$ cat src/rtl/otp_digits_if.sv
// Handshake/readout bundle for the serial-to-decimal OTP digit engine.
// master drives the bit stream and digit select; slave is the engine.
interface otp_digits_if #(
    parameter int DIGITS = 6,
    parameter int SEL_W  = (DIGITS > 1) ? $clog2(DIGITS) : 1
);
    logic             start;
    logic             bit_valid;
    logic             bit_in;
    logic             hex_mode;
    logic             scan_en;
    logic [SEL_W-1:0] sel;
    logic             busy;
    logic             ready;
    logic [3:0]       digit;
    logic [SEL_W-1:0] digit_idx;

    modport master (
        output start, bit_valid, bit_in, hex_mode, scan_en, sel,
        input  busy, ready, digit, digit_idx
    );

    modport slave (
        input  start, bit_valid, bit_in, hex_mode, scan_en, sel,
        output busy, ready, digit, digit_idx
    );
endinterface

$ cat src/rtl/otp_digits.sv
// Serial MSB-first word -> DIGITS decimal (double-dabble, mod 10^DIGITS) or hex
// nibbles, double-buffered display with manual or scanned digit readout.
module otp_digits_cell (
    input  logic [3:0] d,
    output logic [3:0] c
);
    assign c = (d >= 4'd5) ? d + 4'd3 : d;
endmodule

module otp_digits #(
    parameter int DIGITS   = 6,
    parameter int IN_BITS  = 31,
    parameter int SCAN_DIV = 1024,
    parameter int SEL_W    = (DIGITS > 1) ? $clog2(DIGITS) : 1
) (
    input  logic        clk,
    input  logic        rst,
    otp_digits_if.slave bus
);
    localparam int ACC_W = 4 * DIGITS;
    localparam int CNT_W = $clog2(IN_BITS + 1);
    localparam int PRE_W = $clog2(SCAN_DIV);
    localparam int NSLOT = 1 << SEL_W;

    localparam logic [CNT_W-1:0] LAST_BIT = CNT_W'(IN_BITS - 1);
    localparam logic [PRE_W-1:0] PRE_LAST = PRE_W'(SCAN_DIV - 1);
    localparam logic [SEL_W-1:0] LAST_IDX = SEL_W'(DIGITS - 1);

    if (DIGITS < 1 || DIGITS > 10) begin : g_bad_digits
        $error("otp_digits: DIGITS must be 1..10");
    end
    if (SCAN_DIV < 2) begin : g_bad_scan
        $error("otp_digits: SCAN_DIV must be >= 2");
    end

    typedef enum logic [1:0] {IDLE, LOAD, DONE} state_t;

    state_t                  state;
    logic [DIGITS-1:0][3:0]  acc;
    logic [DIGITS-1:0][3:0]  corr;
    logic [DIGITS-1:0][3:0]  disp;
    logic [ACC_W-1:0]        acc_flat;
    logic [ACC_W-1:0]        corr_flat;
    logic [ACC_W-1:0]        shift_next;
    logic [CNT_W-1:0]        bit_cnt;
    logic                    hex_q;
    logic                    busy_q;
    logic                    ready_q;

    // Per-digit add-3 correction ahead of the shift.
    for (genvar g = 0; g < DIGITS; g++) begin : g_cell
        otp_digits_cell u_cell (
            .d (acc[g]),
            .c (corr[g])
        );
    end

    assign acc_flat   = acc;
    assign corr_flat  = corr;
    assign shift_next = hex_q ? {acc_flat[ACC_W-2:0], bus.bit_in}
                              : {corr_flat[ACC_W-2:0], bus.bit_in};

    // Load FSM; start takes priority over any bit offered in the same cycle.
    always_ff @(posedge clk) begin
        if (rst) begin
            state   <= IDLE;
            acc     <= '0;
            disp    <= '0;
            bit_cnt <= '0;
            hex_q   <= 1'b0;
            busy_q  <= 1'b0;
            ready_q <= 1'b0;
        end else if (bus.start) begin
            state   <= LOAD;
            acc     <= '0;
            bit_cnt <= '0;
            hex_q   <= bus.hex_mode;
            busy_q  <= 1'b1;
            ready_q <= 1'b0;
        end else if (state == LOAD && bus.bit_valid) begin
            acc <= shift_next;
            if (bit_cnt == LAST_BIT) begin
                disp    <= shift_next;
                bit_cnt <= '0;
                state   <= DONE;
                busy_q  <= 1'b0;
                ready_q <= 1'b1;
            end else begin
                bit_cnt <= bit_cnt + CNT_W'(1);
            end
        end
    end

    assign bus.busy  = busy_q;
    assign bus.ready = ready_q;

    // Readout: out-of-range indices map to the blank code.
    logic [3:0] slot [NSLOT];
    for (genvar g = 0; g < NSLOT; g++) begin : g_slot
        if (g < DIGITS) begin : g_live
            assign slot[g] = disp[g];
        end else begin : g_blank
            assign slot[g] = 4'hF;
        end
    end

    logic [PRE_W-1:0] pre;
    logic [PRE_W-1:0] pre_next;
    logic             scan_q;
    logic [SEL_W-1:0] idx_q;
    logic [SEL_W-1:0] idx_next;
    logic [3:0]       digit_q;

    // First scanning cycle forces index 0 so it gets a full SCAN_DIV interval.
    always_comb begin
        idx_next = idx_q;
        pre_next = pre;
        if (!bus.scan_en) begin
            idx_next = bus.sel;
            pre_next = '0;
        end else if (!scan_q) begin
            idx_next = '0;
            pre_next = '0;
        end else if (pre == PRE_LAST) begin
            pre_next = '0;
            idx_next = (idx_q == LAST_IDX) ? '0 : idx_q + SEL_W'(1);
        end else begin
            pre_next = pre + PRE_W'(1);
        end
    end

    always_ff @(posedge clk) begin
        if (rst) begin
            pre     <= '0;
            scan_q  <= 1'b0;
            idx_q   <= '0;
            digit_q <= 4'h0;
        end else begin
            pre     <= pre_next;
            scan_q  <= bus.scan_en;
            idx_q   <= idx_next;
            digit_q <= slot[idx_next];
        end
    end

    assign bus.digit     = digit_q;
    assign bus.digit_idx = idx_q;
endmodule

$ cat src/flat_wrapper.sv
// flat-port wrapper written by rule: the top's interface ports become plain ports
module otp_digits_flat 
#(
    parameter int DIGITS   = 6,
    parameter int IN_BITS  = 31,
    parameter int SCAN_DIV = 1024,
    parameter int SEL_W    = (DIGITS > 1) ? $clog2(DIGITS) : 1
)
  (clk, rst, bus_start, bus_bit_valid, bus_bit_in, bus_hex_mode, bus_scan_en, bus_sel, bus_busy, bus_ready, bus_digit, bus_digit_idx);
  otp_digits_if #(.DIGITS(DIGITS), .SEL_W(SEL_W)) bus_i ();
  input  logic clk;
  input  logic rst;
  input wire logic [$bits(bus_i.start)-1:0] bus_start;
  input wire logic [$bits(bus_i.bit_valid)-1:0] bus_bit_valid;
  input wire logic [$bits(bus_i.bit_in)-1:0] bus_bit_in;
  input wire logic [$bits(bus_i.hex_mode)-1:0] bus_hex_mode;
  input wire logic [$bits(bus_i.scan_en)-1:0] bus_scan_en;
  input wire logic [$bits(bus_i.sel)-1:0] bus_sel;
  output wire logic [$bits(bus_i.busy)-1:0] bus_busy;
  output wire logic [$bits(bus_i.ready)-1:0] bus_ready;
  output wire logic [$bits(bus_i.digit)-1:0] bus_digit;
  output wire logic [$bits(bus_i.digit_idx)-1:0] bus_digit_idx;
  assign bus_i.start = bus_start;
  assign bus_i.bit_valid = bus_bit_valid;
  assign bus_i.bit_in = bus_bit_in;
  assign bus_i.hex_mode = bus_hex_mode;
  assign bus_i.scan_en = bus_scan_en;
  assign bus_i.sel = bus_sel;
  assign bus_busy = bus_i.busy;
  assign bus_ready = bus_i.ready;
  assign bus_digit = bus_i.digit;
  assign bus_digit_idx = bus_i.digit_idx;
  otp_digits #(.DIGITS(DIGITS), .IN_BITS(IN_BITS), .SCAN_DIV(SCAN_DIV), .SEL_W(SEL_W)) u_core (.clk(clk), .rst(rst), .bus(bus_i));
endmodule
$ cat config.mk
export PLATFORM = sky130hd
export DESIGN_NAME = otp_digits_flat
export DESIGN_NICKNAME = d
export VERILOG_FILES = /design/src/rtl/otp_digits_if.sv /design/src/rtl/otp_digits.sv /design/src/flat_wrapper.sv
export SDC_FILE = /design/constraint.sdc
export NUM_CORES = 1
export LEC_CHECK = 0
export ABC_AREA = 0
export BUFFER_PORTS_ARGS = -buffer_cell sky130_fd_sc_hd__buf_2
export CAP_MARGIN = 20
export CELL_PAD_IN_SITES_DETAIL_PLACEMENT = 1
export CELL_PAD_IN_SITES_GLOBAL_PLACEMENT = 2
export CORE_MARGIN = 3
export CORE_UTILIZATION = 40
export DETAILED_ROUTE_END_ITERATION = 12
export GPL_ROUTABILITY_DRIVEN = 0
export PLACE_DENSITY = 0.83
export SYNTH_ARGS = -nofsm -noshare
export SYNTH_HDL_FRONTEND = slang
export SYNTH_SLANG_ARGS = --single-unit
$ cat constraint.sdc
create_clock -name clk -period 5.22 [get_ports clk]
set_input_delay 0.522 -clock clk [delete_from_list [all_inputs] [get_ports clk]]
set_output_delay 0.522 -clock clk [all_outputs]
set_load 0.02 [all_outputs]
Word-level counts from Yosys, hierarchy flattened

Index checks and enable logic that the tools add are counted.
Widths: inputs -> output; s select.

Register bits: 75
Bits in latches: 0
Output and inout port bits: 9
Input port bits: 10
Memories: 0
Word-level logic and storage cells: 74
RAM bits: 0
Bits in read-only memories: 0

Reductions and logical operators: 8
Shift-type cells: 0
$add $sub $neg: 9
Muxes and demuxes: 21
Bitwise gates (word level): 4
Equal/unequal tests: 4
Order comparisons: 7
Divide/modulo/power cells: 0
$mul: 0

Operators by type and width:

| cell                  | count |
|---|---|
| $mux 4                | 7 |
| $ge 4x3->1 const B    | 6 |
| $mux 24               | 1 |
| $add 4x2->4 const B   | 5 |
| $mux 3                | 5 |
| $bmux 4 s3            | 1 |
| $add 10x1->10 const B | 1 |
| $eq 10x10->1 const B  | 1 |
| $mux 1                | 6 |
| $add 5x1->5 const B   | 1 |
| $eq 5x5->1 const B    | 1 |
| $mux 5                | 1 |
| $ge 4x4->1 const B    | 1 |
| $not 3->4             | 1 |
| $reduce_and 2->1      | 2 |
| $reduce_bool 2->1     | 2 |
| $reduce_or 4->1       | 1 |
| $add 3x1->3 const B   | 1 |
| $add 3x2->3 const B   | 1 |
| $eq 3x3->1 const B    | 1 |
| $not 1->1             | 3 |
| $reduce_and 3->1      | 1 |
| $eq 2x1->1 const B    | 1 |
| $reduce_or 2->1       | 1 |
| $logic_and 1x1->1     | 1 |

Logic depth before layout (Yosys ltp)

Depth after elaboration: 9
Gate-level depth with buffers: 9
Gate-level depth less buffers: 8

Hierarchy

Synthesis repeated with hierarchy kept, for this count alone.

Cells, all modules: 442
Area, all modules: 3797.4 µm²

Modules (own cells, without submodules):

| module          | instances | area each (µm²) | sequential area each (µm²) | cells each |
|---|---|---|---|---|
| otp_digits      | 1         | 3189.3          | 1481.4                     | 346 |
| otp_digits_cell | 6         | 101.3           | 0.0                        | 16 |

Worst setup path after synthesis

OpenSTA, ideal clock, no wires.

Kind: register to register
Start point: register u_core.pre[0]
End point: register u_core.digit_q[0], in the netlist u_core.bus.digit[0]
Data required time: 5.125 ns
Path slack: 3.148 ns
Arrival time: 1.977 ns
Path buffers: 0
Cell stages (with the launch flop): 8
Library setup time: 0.095 ns
Cell sequence: dfxtp_1 > ha_1 > and3_1 > nand4_4 > mux2i_1 > o2bb2ai_1 > mux2_2 > a221oi_1

Cells in the longest elaborated chain, start to end: 8

RTL lines:

| element                                   | RTL line          | RTL |
|---|---|---|
| from (decl)                               | otp_digits.sv:107 | `logic [PRE_W-1:0] pre;` |
| from (signal assigned)                    | otp_digits.sv:139 | `pre <= pre_next;` |
| $eq 10x10->1                              | otp_digits.sv:124 | `end else if (pre == PRE_LAST) begin` |
| $mux 3                                    | otp_digits.sv:124 |  |
| $mux 3                                    | otp_digits.sv:121 | `end else if (!scan_q) begin` |
| $mux 3                                    | otp_digits.sv:118 | `if (!bus.scan_en) begin` |
| $not 3->4 (not written as such)           | otp_digits.sv:142 | `digit_q <= slot[idx_next];` |
| $bmux 4 s3                                | otp_digits.sv:142 |  |
| $mux 4 (not written as such) (2 in a row) | otp_digits.sv:142 |  |
| to (signal assigned)                      | otp_digits.sv:142 |  |
| to (decl)                                 | otp_digits.sv:112 | `logic [3:0] digit_q;` |

No other way between the ends. The select of a mux whose other input is x is not followed.
A chain may end at the register's enable or synchronous reset.

Worst setup path after layout

Start point: register u_core.pre[0]
End point: register u_core.digit_q[2], in the netlist u_core.bus.digit[2]

Same word-level chain as after synthesis.

==> summary.txt <==
Run status
  • Outcome: finished clean

Place
  • I/O Buffers: 18
  • Post-DP Area: 3820 um2
  • Pre-CTS setup slack: 2.82 ns
  • Detailed placer's ending HPWL: 6450 um
  • Placed cell count: 539

Power
  • Leak pwr: 0.00141 uW
  • Peak supply drop: 0.110 mV
  • P per Cell Area: 276 nW/um2

Synth
  • Synthesized flop and latch total: 74
  • Yosys top cell by area: dfxtp_1
  • Syn_nets: 452
  • Post-synthesis sequential area ratio: 40.6%
  • Warnings from Yosys: 0
  • Top cells by area, synth: dfxtp_1 (41%), a211oi_1 (6.6%), nor2_1 (5.3%), ha_1 (5.1%), nand2_1 (4.4%)
  • Avg Inst Size Synth: 8.54 um2
  • Mapped Area: 3640 um2
  • Post-synthesis cell count: 427
  • Post-synth EDFFs: 0
  • Synth top area share: 40.6%
  • Ys async rst share: 0%
  • Ys flop type: dfxtp_1
  • Synth cell types: 43

Cells and area
  • # fillers: 1070
  • Commonest non-fill, non-tap cells in the layout: dfxtp_1 (74), nor2_1 (51), nand2_1 (43), a211oi_1 (32), o21ai_0 (30)
  • Most common cell after layout, fill and taps aside: dfxtp_1
  • Final Instance Count excl. Fillers: 555
  • Register area: 1480 um2
  • Synth-to-Final Area Change: 10.2%
  • Area occupied by multi-input gates: 2000 um2
  • Fin area: 4020 um2
  • Layout cell share with drive strength beyond 1: 11.0%
  • Final #Nets: 467
  • Ant. Diodes: 0

STA
  • # setup viols final: 0
  • Setup slack after layout: 2.81 ns
  • Max Clk Rate: 0.415 GHz
  • Min Tclk post-route: 2.41 ns
  • Period utilization: 46.1%
  • Final TNS setup: 0 ns
  • Slew at the pin closest to its max-slew limit: 0.773 ns
  • RSZ-0062 raised after global routing: false
  • Hold Slack: 0.414 ns
  • Pins over their slew limit: 0
  • Clock Skews: 0.0108 ns
  • Final hold vios: 0
  • Relative slew slack: 48.3%

Drt
  • Total vias in the final route: 3043
  • Drt first-iter violations: 106
  • Wire length per cell: 16.0 um
  • Via-to-Cell Ratio: 5.48
  • Residual DRC count: 0
  • Remaining antenna violation count: 0
  • DRT Pass-1 Iters: 4
  • WL final: 8910 um

Clock tree
  • Clk buf depth: 2
  • Clock net sink count: 74
  • Clock Latency Late Sink: 0.35 ns
  • Htree depth: 3
  • Worst-path clk slew: 0.08 ns
  • Post_cts resized: 0
  • CTS tree: yes
  • Root Buffer: clkbuf_8
  • CTS Buf Count: 9
  • Post-CTS Hold Buffers: 0
  • Postcts setup bufs: 0

Setup path
  • Critical R2R Capture: u_core.bus.digit[2]$_SDFF_PP0_
  • Setup Crit Path Kind: flop to flop
  • Critical path buffer and inverter count: 0
  • Family with the most delay on the worst path: compound AO/OA/AOI/OAI gates
  • CP Cell Sequence: ha_1, and3_1, nand4_4, mux2i_1, o2bb2ai_1, mux2_2, a221oi_1
  • Critical Path AT: 2.67 ns
  • R2r startpoint: u_core.pre[0]$_SDFF_PP0_
  • Reg2Reg Setup Slack: 2.81 ns
  • Required @ worst endpoint: 5.48 ns
  • Max incr delay on CP: 0.39 ns
  • Crit end category: flop
  • Startpoint Class: flop
  • Setup crit start: u_core.pre[0]$_SDFF_PP0_
  • Reg2Reg Depth: 7
  • Crit path max fanout: 12
  • Slowest CP cell: mux2_2

Global route
  • Initial antenna violation count: 0
  • Largest net degree at the start of global routing: 49
  • Gr usage total: 18.6%
  • Vias in the first global route: 3066
  • Grt ovf: 0
  • Global-route wire length before repair: 15100 um

Floorplanning
  • Die width: 101 um
  • IO Pins: 19
  • Initial Util: 41.4%
  • DIE HEIGHT: 101 um
  • FP Rows: 34
  • Die area: 10300 um2
  • Core Area: 8810 um2

Worst hold path
  • Hold Crit Endpoint: u_core.hex_q$_SDFFE_PP0P_
  • Hold WC Path Type: input pin to flop
  • Min-delay src: bus_hex_mode
  • Hold depth: 3

Flow run
  • Max cap viols: 0
-- worst min-delay path: stages --
cell and delay, ns:
buf_2 0.08, mux2i_1 0.06, nor2_1 0.07
-- stage by stage --
stage / util (%) / total power [uW]
2_1_floorplan: - / 647
3_3_place_gp: 43.4 / 671
3_5_place_dp: 43.4 / 674
4_1_cts: 45.6 / 1130
5_1_grt: 45.6 / 1170
6_report: 45.6 / 1110
-- sequential cells by signal, indices dropped and copies added, names as in the netlist --
signal	count
u_core.hex_q	1
u_core.acc	24
u_core.state	1
u_core.disp	24
u_core.bit_cnt	5
u_core.bus.digit_idx	3
u_core.scan_q	1
u_core.bus.ready	1
u_core.bus.digit	4
u_core.pre	10
-- kinds of logic after synthesis --
logic type / Yosys count / synth area share, %
adder cells (fa/ha/maj): 15 / 5.15
flip-flops: 74 / 40.6
XOR/XNOR: 19 / 4.57
AO/OA/AOI/OAI: 114 / 20.7
AND/OR/NAND/NOR: 145 / 19.0
buffers and inverters: 42 / 4.53
multiplexers: 18 / 5.42
-- where the power goes --
group	internal, uW	leakage [uW]	switching, uW
clock	222	0.0000889	226
combinational	26.3	0.000718	50.3
sequential	572	0.000599	11.0
total	820	0.00141	287
-- how the worst max path moves through the flow --
stage | cells past startpoint | end | slack [ns]
floorplan | 7 | u_core.bus.digit[0]$_SDFF_PP0_ | 3.15
global placement | 7 | u_core.bus.digit[3]$_SDFF_PP0_ | 2.89
detailed placement | 7 | u_core.bus.digit[0]$_SDFF_PP0_ | 2.82
CTS | 7 | u_core.bus.digit[0]$_SDFF_PP0_ | 2.81
global route | 7 | u_core.bus.digit[1]$_SDFF_PP0_ | 2.57
finish | 7 | u_core.bus.digit[2]$_SDFF_PP0_ | 2.81
-- per-layer routing --
| layer | GRT usage (%) | wire (um) |
|---|---|---|
| met5 | 0 | 0 |
| met4 | 5.01 | 121 |
| met3 | 4.75 | 274 |
| met2 | 30.0 | 4130 |
| met1 | 24.8 | 4380 |
-- Yosys cell counts, types with 2 or more instances --
cell      number
nor3_1         2
a32o_1         7
nor2b_1        9
or2_2          2
mux2i_1       13
nand4_1        4
a21oi_1       21
ha_1          15
o21ai_0       30
mux2_2         4
clkbuf_1      13
nor3b_1        5
nor2_1        51
and3_1         2
and2_1         3
nand3_1        7
a221oi_1       5
o211ai_1      11
o21a_1         2
nand2_1       43
xor2_1         8
nand2b_1       8
inv_1         25
xnor2_1       11
a211oi_1      32
buf_1          3
dfxtp_1       74
and3_2         2
-- layout make-up --
cell class / instances / share of cell area (%)
Clock buffer: 10 / 3.18
Inverter: 25 / 2.34
Sequential cell: 74 / 36.9
Tap cell: 108 / 3.37
Timing Repair Buffer: 21 / 2.80
Multi-Input combinational cell: 311 / 49.8
Clock inverter: 6 / 1.65
(Power assumes the default switching activity.)
